### src/rtl/vga_sync_receiver.sv
// VGA sync stream receiver: measures line period and frame height, locks after two
// identical full frames, then regenerates the active-pixel strobe and column/row addresses.
module vga_sync_receiver #(
  parameter int CNT_W    = 11,
  parameter int SYNC_POL = 0,
  parameter int H_OFFSET = 216,
  parameter int H_ACTIVE = 800,
  parameter int V_OFFSET = 27,
  parameter int V_ACTIVE = 600
) (
  input  logic             clk,
  input  logic             rst_n,
  input  logic             hsync_sig,
  input  logic             vsync_sig,
  output logic             locked,
  output logic             lock_lost,
  output logic             ready,
  output logic [CNT_W-1:0] column_addr_sig,
  output logic [CNT_W-1:0] row_addr_sig,
  output logic [CNT_W-1:0] line_len,
  output logic [CNT_W-1:0] frame_lines
);

  // state    | meaning
  // SEARCH   | waiting for the first vsync leading edge
  // MEASURE  | capturing frame height, locks when two full frames agree
  // LOCKED   | timing stable, pixel strobe and addresses generated
  typedef enum logic [1:0] {
    ST_SEARCH  = 2'd0,
    ST_MEASURE = 2'd1,
    ST_LOCKED  = 2'd2
  } state_t;

  localparam logic             SYNC_ACT = (SYNC_POL != 0);
  localparam logic [CNT_W-1:0] CNT_MAX  = {CNT_W{1'b1}};
  localparam logic [CNT_W-1:0] H_START  = CNT_W'(H_OFFSET);
  localparam logic [CNT_W-1:0] H_END    = CNT_W'(H_OFFSET + H_ACTIVE);
  localparam logic [CNT_W-1:0] V_START  = CNT_W'(V_OFFSET);
  localparam logic [CNT_W-1:0] V_END    = CNT_W'(V_OFFSET + V_ACTIVE);

  state_t           r_state;
  state_t           w_state_nxt;
  logic             r_hs_d;
  logic             r_vs_d;
  logic             r_hs_seen;
  logic             r_h_err;
  logic             r_frame_valid;
  logic             r_lock_lost;
  logic             r_ready;
  logic [CNT_W-1:0] r_h_cnt;
  logic [CNT_W-1:0] r_v_cnt;
  logic [CNT_W-1:0] r_line_len;
  logic [CNT_W-1:0] r_frame_lines;
  logic [CNT_W-1:0] r_col;
  logic [CNT_W-1:0] r_row;

  logic             w_hs_lead;
  logic             w_vs_lead;
  logic             w_h_sat;
  logic             w_v_sat;
  logic             w_h_mis;
  logic             w_frame_match;
  logic             w_h_in;
  logic             w_v_in;
  logic             w_pix;
  logic [CNT_W-1:0] w_period;
  logic [CNT_W-1:0] w_new_lines;

  assign w_hs_lead     = (hsync_sig == SYNC_ACT) && (r_hs_d != SYNC_ACT);
  assign w_vs_lead     = (vsync_sig == SYNC_ACT) && (r_vs_d != SYNC_ACT);
  assign w_h_sat       = (r_h_cnt == CNT_MAX);
  assign w_v_sat       = (r_v_cnt == CNT_MAX);
  // A saturated counter stands for a period too long to represent.
  assign w_period      = w_h_sat ? CNT_MAX : r_h_cnt + CNT_W'(1);
  assign w_h_mis       = w_hs_lead && r_hs_seen && (w_period != r_line_len);
  assign w_new_lines   = r_v_cnt + CNT_W'(w_hs_lead);
  assign w_frame_match = (w_new_lines == r_frame_lines);
  assign w_h_in        = (r_h_cnt >= H_START) && (r_h_cnt < H_END);
  assign w_v_in        = (r_v_cnt >= V_START) && (r_v_cnt < V_END);
  assign w_pix         = locked && w_h_in && w_v_in;

  always_comb begin
    w_state_nxt = r_state;
    case (r_state)
      ST_SEARCH: begin
        if (w_vs_lead) w_state_nxt = ST_MEASURE;
      end
      ST_MEASURE: begin
        if (w_vs_lead && r_frame_valid && !r_h_err && !w_h_mis && w_frame_match)
          w_state_nxt = ST_LOCKED;
      end
      ST_LOCKED: begin
        if (r_h_err || w_h_mis || w_h_sat || (w_vs_lead && !w_frame_match))
          w_state_nxt = ST_SEARCH;
      end
      default: w_state_nxt = ST_SEARCH;
    endcase
  end

  always_ff @(posedge clk) begin
    if (!rst_n) r_state <= ST_SEARCH;
    else        r_state <= w_state_nxt;
  end

  always_ff @(posedge clk) begin
    if (!rst_n) begin
      r_hs_d        <= ~SYNC_ACT;
      r_vs_d        <= ~SYNC_ACT;
      r_hs_seen     <= 1'b0;
      r_h_err       <= 1'b0;
      r_frame_valid <= 1'b0;
      r_lock_lost   <= 1'b0;
      r_ready       <= 1'b0;
      r_h_cnt       <= '0;
      r_v_cnt       <= '0;
      r_line_len    <= '0;
      r_frame_lines <= '0;
      r_col         <= '0;
      r_row         <= '0;
    end else begin
      r_hs_d <= hsync_sig;
      r_vs_d <= vsync_sig;

      if (w_hs_lead)     r_h_cnt <= '0;
      else if (!w_h_sat) r_h_cnt <= r_h_cnt + CNT_W'(1);

      if (w_hs_lead)              r_hs_seen  <= 1'b1;
      if (w_hs_lead && r_hs_seen) r_line_len <= w_period;

      // Clear wins over increment so the line carrying the vsync edge is row 0.
      if (w_vs_lead)                  r_v_cnt <= '0;
      else if (w_hs_lead && !w_v_sat) r_v_cnt <= r_v_cnt + CNT_W'(1);

      if (w_vs_lead) r_frame_lines <= w_new_lines;

      if (r_state == ST_SEARCH) r_frame_valid <= 1'b0;
      else if (w_vs_lead)       r_frame_valid <= 1'b1;

      if (w_vs_lead)    r_h_err <= 1'b0;
      else if (w_h_mis) r_h_err <= 1'b1;

      r_lock_lost <= (r_state == ST_LOCKED) && (w_state_nxt != ST_LOCKED);

      r_ready <= w_pix;
      r_col   <= w_pix ? (r_h_cnt - H_START) : '0;
      r_row   <= w_pix ? (r_v_cnt - V_START) : '0;
    end
  end

  assign locked          = (r_state == ST_LOCKED);
  assign lock_lost       = r_lock_lost;
  assign ready           = r_ready;
  assign column_addr_sig = r_col;
  assign row_addr_sig    = r_row;
  assign line_len        = r_line_len;
  assign frame_lines     = r_frame_lines;

endmodule

### config.mk
export PLATFORM = sky130hd
export DESIGN_NAME = vga_sync_receiver
export DESIGN_NICKNAME = d
export VERILOG_FILES = /design/src/rtl/vga_sync_receiver.sv
export SDC_FILE = /design/constraint.sdc
export NUM_CORES = 1
export LEC_CHECK = 0
export ABC_AREA = 1
export BUFFER_PORTS_ARGS = -buffer_cell sky130_fd_sc_hd__buf_4
export CORE_ASPECT_RATIO = 1.4
export CORE_MARGIN = 2
export CORE_UTILIZATION = 35
export DETAILED_ROUTE_END_ITERATION = 7
export PLACE_DENSITY = 0.6
export SKIP_CTS_REPAIR_TIMING = 1
export SYNTH_ARGS = -nofsm -noshare
export SYNTH_HDL_FRONTEND = slang
export SYNTH_SLANG_ARGS = --single-unit
### constraint.sdc
create_clock -name clk -period 4.27 [get_ports clk]
set_clock_uncertainty 0.15 [all_clocks]
set_input_delay 0.854 -clock clk [delete_from_list [all_inputs] [get_ports clk]]
set_output_delay 0.854 -clock clk [all_outputs]
set_load 0.05 [all_outputs]
Yosys cells after proc, flatten, opt, wreduce, memory -nomap -nowiden:

Cells that the tools add are included.

* bits in registers: 75
* input bits: 4
* output and inout port bits: 47
* logic and storage cells: 65

* add/sub/neg operators: 5
* $lt $le $gt $ge: 4
* equality and inequality tests: 7
* muxes and demuxes: 5
* bitwise operators: 3
* reduce and logical (&&, ||, !) cells: 27

Operators with widths (number)
* $add 11x1->11 const B: 2
* $eq 11x11->1 const B: 2
* $lt 11x10->1 const B: 2
* $logic_and 1x1->1: 15
* $add 11x1->11: 1
* $eq 11x11->1: 1
* $ge 11x5->1 const B: 1
* $ge 11x8->1 const B: 1
* $mux 11: 1
* $ne 11x11->1: 1
* $sub 11x5->11 const B: 1
* $sub 11x8->11 const B: 1
* $mux 2: 3
* $pmux 2 s3: 1
* $reduce_or 2->1: 3
* $logic_not 1->1: 4
* $logic_or 1x1->1: 3
* $not 1->1: 3
* $eq 2x1->1 const B: 1
* $eq 2x2->1 const B: 1
* $logic_not 2->1: 1
* $ne 2x2->1 const B: 1
* $reduce_and 2->1: 1

Depth between registers and ports, before layout:

* word-level depth: 11
* mapped depth: 19
* mapped depth without buffers: 19

Least setup slack after synthesis:

OpenSTA, ideal clock, no wires.

* path type: input -> register
* start: in hsync_sig
* end: reg r_lock_lost, in the netlist lock_lost
* setup time: 0.110 ns
* data arrival time: 2.518 ns
* data required time: 4.010 ns
* setup slack: 1.493 ns
* cell stages on the path: 19
* path buffers: 0
* path through: inv_1 -> nand2_1 -> inv_1 -> ha_1 -> ha_1 -> nand3_1 -> inv_1 -> nand2_1 -> nand2_1 -> nand2_1 -> nand2_1 -> nor2_1 -> nand3_1 -> nor2_1 -> nand2_1 -> nor2_1 -> nand4_2 -> nand2_1 -> nor2_1

* word-level cells in the longest chain between the ends: 11
* elaborated cells between the ends (all ways): 19
* classes of those cells: 1 x add/sub; 2 x eq/ne; 3 x mux; 1 x bitwise; 12 x reduce/logical

Ends and longest elaborated chain
* start, declared: line 13 `input logic hsync_sig,`
* $not 1->1 (*): line 69 `assign w_hs_lead = (hsync_sig == SYNC_ACT) && (r_hs_d != SYNC_ACT);`
* $logic_and 1x1->1 (*): line 69
* via w_hs_lead: line 57 `logic w_hs_lead;`
* $add 11x1->11 or $logic_and 1x1->1 (tied branches): line 76, 75
* $eq 11x11->1 or $logic_and 1x1->1 (tied branches): line 77, 75
* $logic_not 1->1 (tied with other cells): line 93 `if (r_h_err || w_h_mis || w_h_sat || (w_vs_lead && !w_frame_match))`
* $logic_and 1x1->1 (tied with other cells): line 93
* $logic_or 1x1->1 or $logic_and 1x1->1 (tied branches): line 93, 89
* $mux 2 (on tied branches): line 93, 89
* $pmux 2 s3 (*): line 84 `case (r_state)`
* $ne 2x2->1 (*): line 142 `r_lock_lost <= (r_state == ST_LOCKED) && (w_state_nxt != ST_LOCKED);`
* $logic_and 1x1->1 (*): line 142
* end signal, assigned: line 142
* end, declared: line 48 `logic r_lock_lost;`

Mark *: on every way through the listed nets, which the timed path passes. The rest lies on a longest branch.
A chain may end at the register's enable or synchronous reset.

Worst setup path after layout:

* start: in rst_n
* end: reg r_row[3], in the netlist row_addr_sig[3]

* word-level cells in the longest chain between the ends: 1

Ends and longest elaborated chain
* start, declared: line 12 `input logic rst_n,`
* $reduce_and 2->1 (no line)
* end signal, assigned: line 146 `r_row <= w_pix ? (r_v_cnt - V_START) : '0;`
* end, declared: line 55 `logic [CNT_W-1:0] r_row;`

No other way between the ends.

==> metrics.md <==
| Metric | Value |
|---|---|
| Status | `finished, final reports clean` |
| Share of the synthesized area in the top cell type | `40.7%` |
| Primary FF master, synth | `dfxtp_1` |
| Area leader, netlist | `dfxtp_1` |
| Worst Setup End Kind | `flop` |
| Crit. Startpoint | `rst_n` |
| Lkg Pwr | `0.00202 µW` |
| Worst slew pin tran | `0.872 ns` |
| Mapped Area | `3690 µm²` |
| CP arrival | `3.05 ns` |
| Total power | `1560 µW` |
| DRC | `0` |
| DRT Pass-1 Iters | `4` |
| Die Y | `126 µm` |
| Mapped Cells | `537` |
| Hold_sp | `r_hs_seen` |
| Core ar. | `10300 µm²` |
| Critical Path Source Type | `input pin` |
| Root Buffer | `clkbuf_16` |
| Die area | `11400 µm²` |
| Design area | `4440 µm²` |
| CTS tree | `built` |
| Post-synth EDFFs | `0` |
| Detailed-route via count | `3502` |
| Final nets | `594` |
| Crit path time final | `2.96 ns` |
| Int Pwr | `1150 µW` |
| Slew headroom | `41.7%` |
| WL final | `9290 µm` |
| Seq pwr share | `46.6%` |
| Gate power share | `8.1%` |
| Total GRT Usage | `16.6%` |
| Sequential fraction of the synthesis area | `40.7%` |
| Yosys warns | `0` |
| Port Buffer Count | `50` |
| Die width | `90.8 µm` |
| Area growth syn-to-layout | `20.3%` |
| # setup viols final | `0` |
| Dpl hpwl | `7000 µm` |
| Average wire per standard cell | `12.8 µm` |
| Max Fanout on Critical Path | `23` |
| Rows | `44` |
| Syn_area_per_cell | `6.88 µm²` |
| Peak supply drop | `0.000214 V` |
| First-pass GRT wire length | `15000 µm` |
| Share of cells above drive strength 1 | `13.8%` |
| Largest net degree at the start of global routing | `29` |
| # H-tree levels | `3` |
| Antenna violations before repair | `0` |
| Kind of critical path | `in2reg` |
| Synth area leaders | `dfxtp_1, nand2_1, inv_1` |
| Antenna Nets Post-Route | `0` |
| Worst r2r src | `r_h_cnt[3]` |
| HP Class | `reg2reg` |
| P per Cell Area | `352 nW/µm²` |
| Clock Pin Slew Worst Setup and Hold Paths | `0.06 ns` |
| GR Overflow Total | `0` |
| Register bit total from synthesis | `75` |
| Switching Share | `26.5%` |
| CTS Sinks | `75` |
| Worst skew pair latency | `0.35 ns` |
| Max cap viols | `0` |
| Diode count | `0` |
| Cell area after placement | `4160 µm²` |
| Vias per Instance | `4.82` |
| Clk buf depth | `2` |
| Starting Density | `35.7%` |
| P_sw | `413 µW` |
| Hold Fails Final Rpt | `0` |
| Number of DRC markers in iteration 0 | `157` |
| Slew Viols, Final | `0` |
| Async set-or-reset flop fraction in the synthesized netlist | `0%` |
| CP required | `4.36 ns` |
| Total CTS buffers | `9` |
| Max frequency | `0.338 GHz` |
| Syn_nets | `547` |
| Routability Congestion | `0.902` |
| TNS Setup | `0 ns` |
| Non-filler cells, final | `727` |
| Ratio of final minimum period to clock period | `69.3%` |
| DP Cell Count | `711` |
| Yosys cell types | `36` |
| Vias in the first global route | `3264` |
| Clock network fraction of total power | `45.3%` |
| RSZ-0062 raised after global routing | `no` |
| I/O pin total | `51` |
## cells in the final DEF, fill, tap and decap left out, drive strengths merged, types with 7 or more instances in the layout
cell	instances
nand4	9
nand2	128
dfxtp	75
inv	79
nor2	72
clkbuf	9
o22ai	7
nand3	51
buf	50
o21ai	28
a21oi	40
## state kept, by name, indices dropped and copies added, names as in the netlist
register         count
line_len            11
frame_lines         11
r_v_cnt             11
column_addr_sig     11
r_h_err              1
r_state              2
row_addr_sig        11
ready                1
r_h_cnt             11
r_hs_seen            1
lock_lost            1
r_hs_d               1
r_vs_d               1
r_frame_valid        1
## power groups by stage
| stage | Combinational [µW] | Sequential (µW) | Clock [µW] |
|---|---|---|---|
| 3_3_place_gp | 125 | 743 | 0 |
| 4_1_cts | 127 | 728 | 722 |
| 6_report | 126 | 728 | 708 |
| 3_5_place_dp | 127 | 744 | 0 |
| 2_1_floorplan | 72.5 | 764 | 0 |
| 5_1_grt | 140 | 730 | 759 |
## cells by family (layout without fill, tap and decap cells)
| family | after synthesis | count (layout) | synth area share [%] |
|---|---|---|---|
| simple gates | 269 | 269 | 31.6 |
| compound gates | 83 | 83 | 12.6 |
| xor+xnor | 11 | 11 | 2.98 |
| fa+ha+maj | 6 | 6 | 2.03 |
| flops | 75 | 75 | 40.7 |
| buf+inv | 93 | 145 | 10.1 |
## layer usage
layer | routed length, µm | track usage (%) | up-vias
li1 | - | - | 1815
met1 | 3860 | 18.2 | 1617
met2 | 4920 | 30.4 | 56
met3 | 312 | 4.28 | 14
met4 | 193 | 6.15 | 0
met5 | 0 | 0 | -
## area by class of cell
class	instances	area (µm²)
tap	138	173
clock inverter	7	52.6
fill	1131	5910
inverter	79	297
clock buffer	9	225
timing repair buffer	50	375
sequential	75	1500
multi-input combinational	369	1820
## synthesized netlist by cell type (2+ instances only)
| cell | count |
|---|---|
| nor2_2 | 6 |
| xnor2_1 | 4 |
| nand2_2 | 2 |
| ha_1 | 6 |
| nand3_1 | 49 |
| o211ai_1 | 2 |
| buf_4 | 2 |
| nand2_1 | 126 |
| a211oi_1 | 4 |
| nand4_1 | 8 |
| o21ai_0 | 28 |
| o22ai_1 | 7 |
| nor3_1 | 5 |
| a21oi_2 | 2 |
| nand3b_1 | 2 |
| buf_2 | 6 |
| clkbuf_1 | 3 |
| a21oi_1 | 37 |
| nor2_1 | 65 |
| dfxtp_1 | 75 |
| inv_1 | 78 |
| xor2_1 | 6 |
## final timing paths
path,slack [ns],depth (start not counted),to
worst max register to register,1.51,7,row_addr_sig[3]
worst max-delay path,1.31,7,row_addr_sig[3]
worst min-delay path,0.31,2,r_hs_seen
worst min register to register,0.31,2,r_hs_seen
## worst max-delay path, cell delays in order
cell,delay [ns]
buf_4,0.14
inv_1,0.25
nor2_1,0.23
nand3_1,0.12
a311oi_1,0.35
nand3_1,0.67
nor3b_1,0.43
## stage by stage
step	util [%]	setup slack, ns	hold slack, ns
final	42.9	1.31	0.313
after global routing	42.9	0.923	0.364
after CTS	42.9	1.26	0.315
after detailed placement	40.2	0.933	0.306
after global placement	40.2	0.914	0.301
after floorplan	-	1.49	0.286
(Power assumes the default switching activity.)
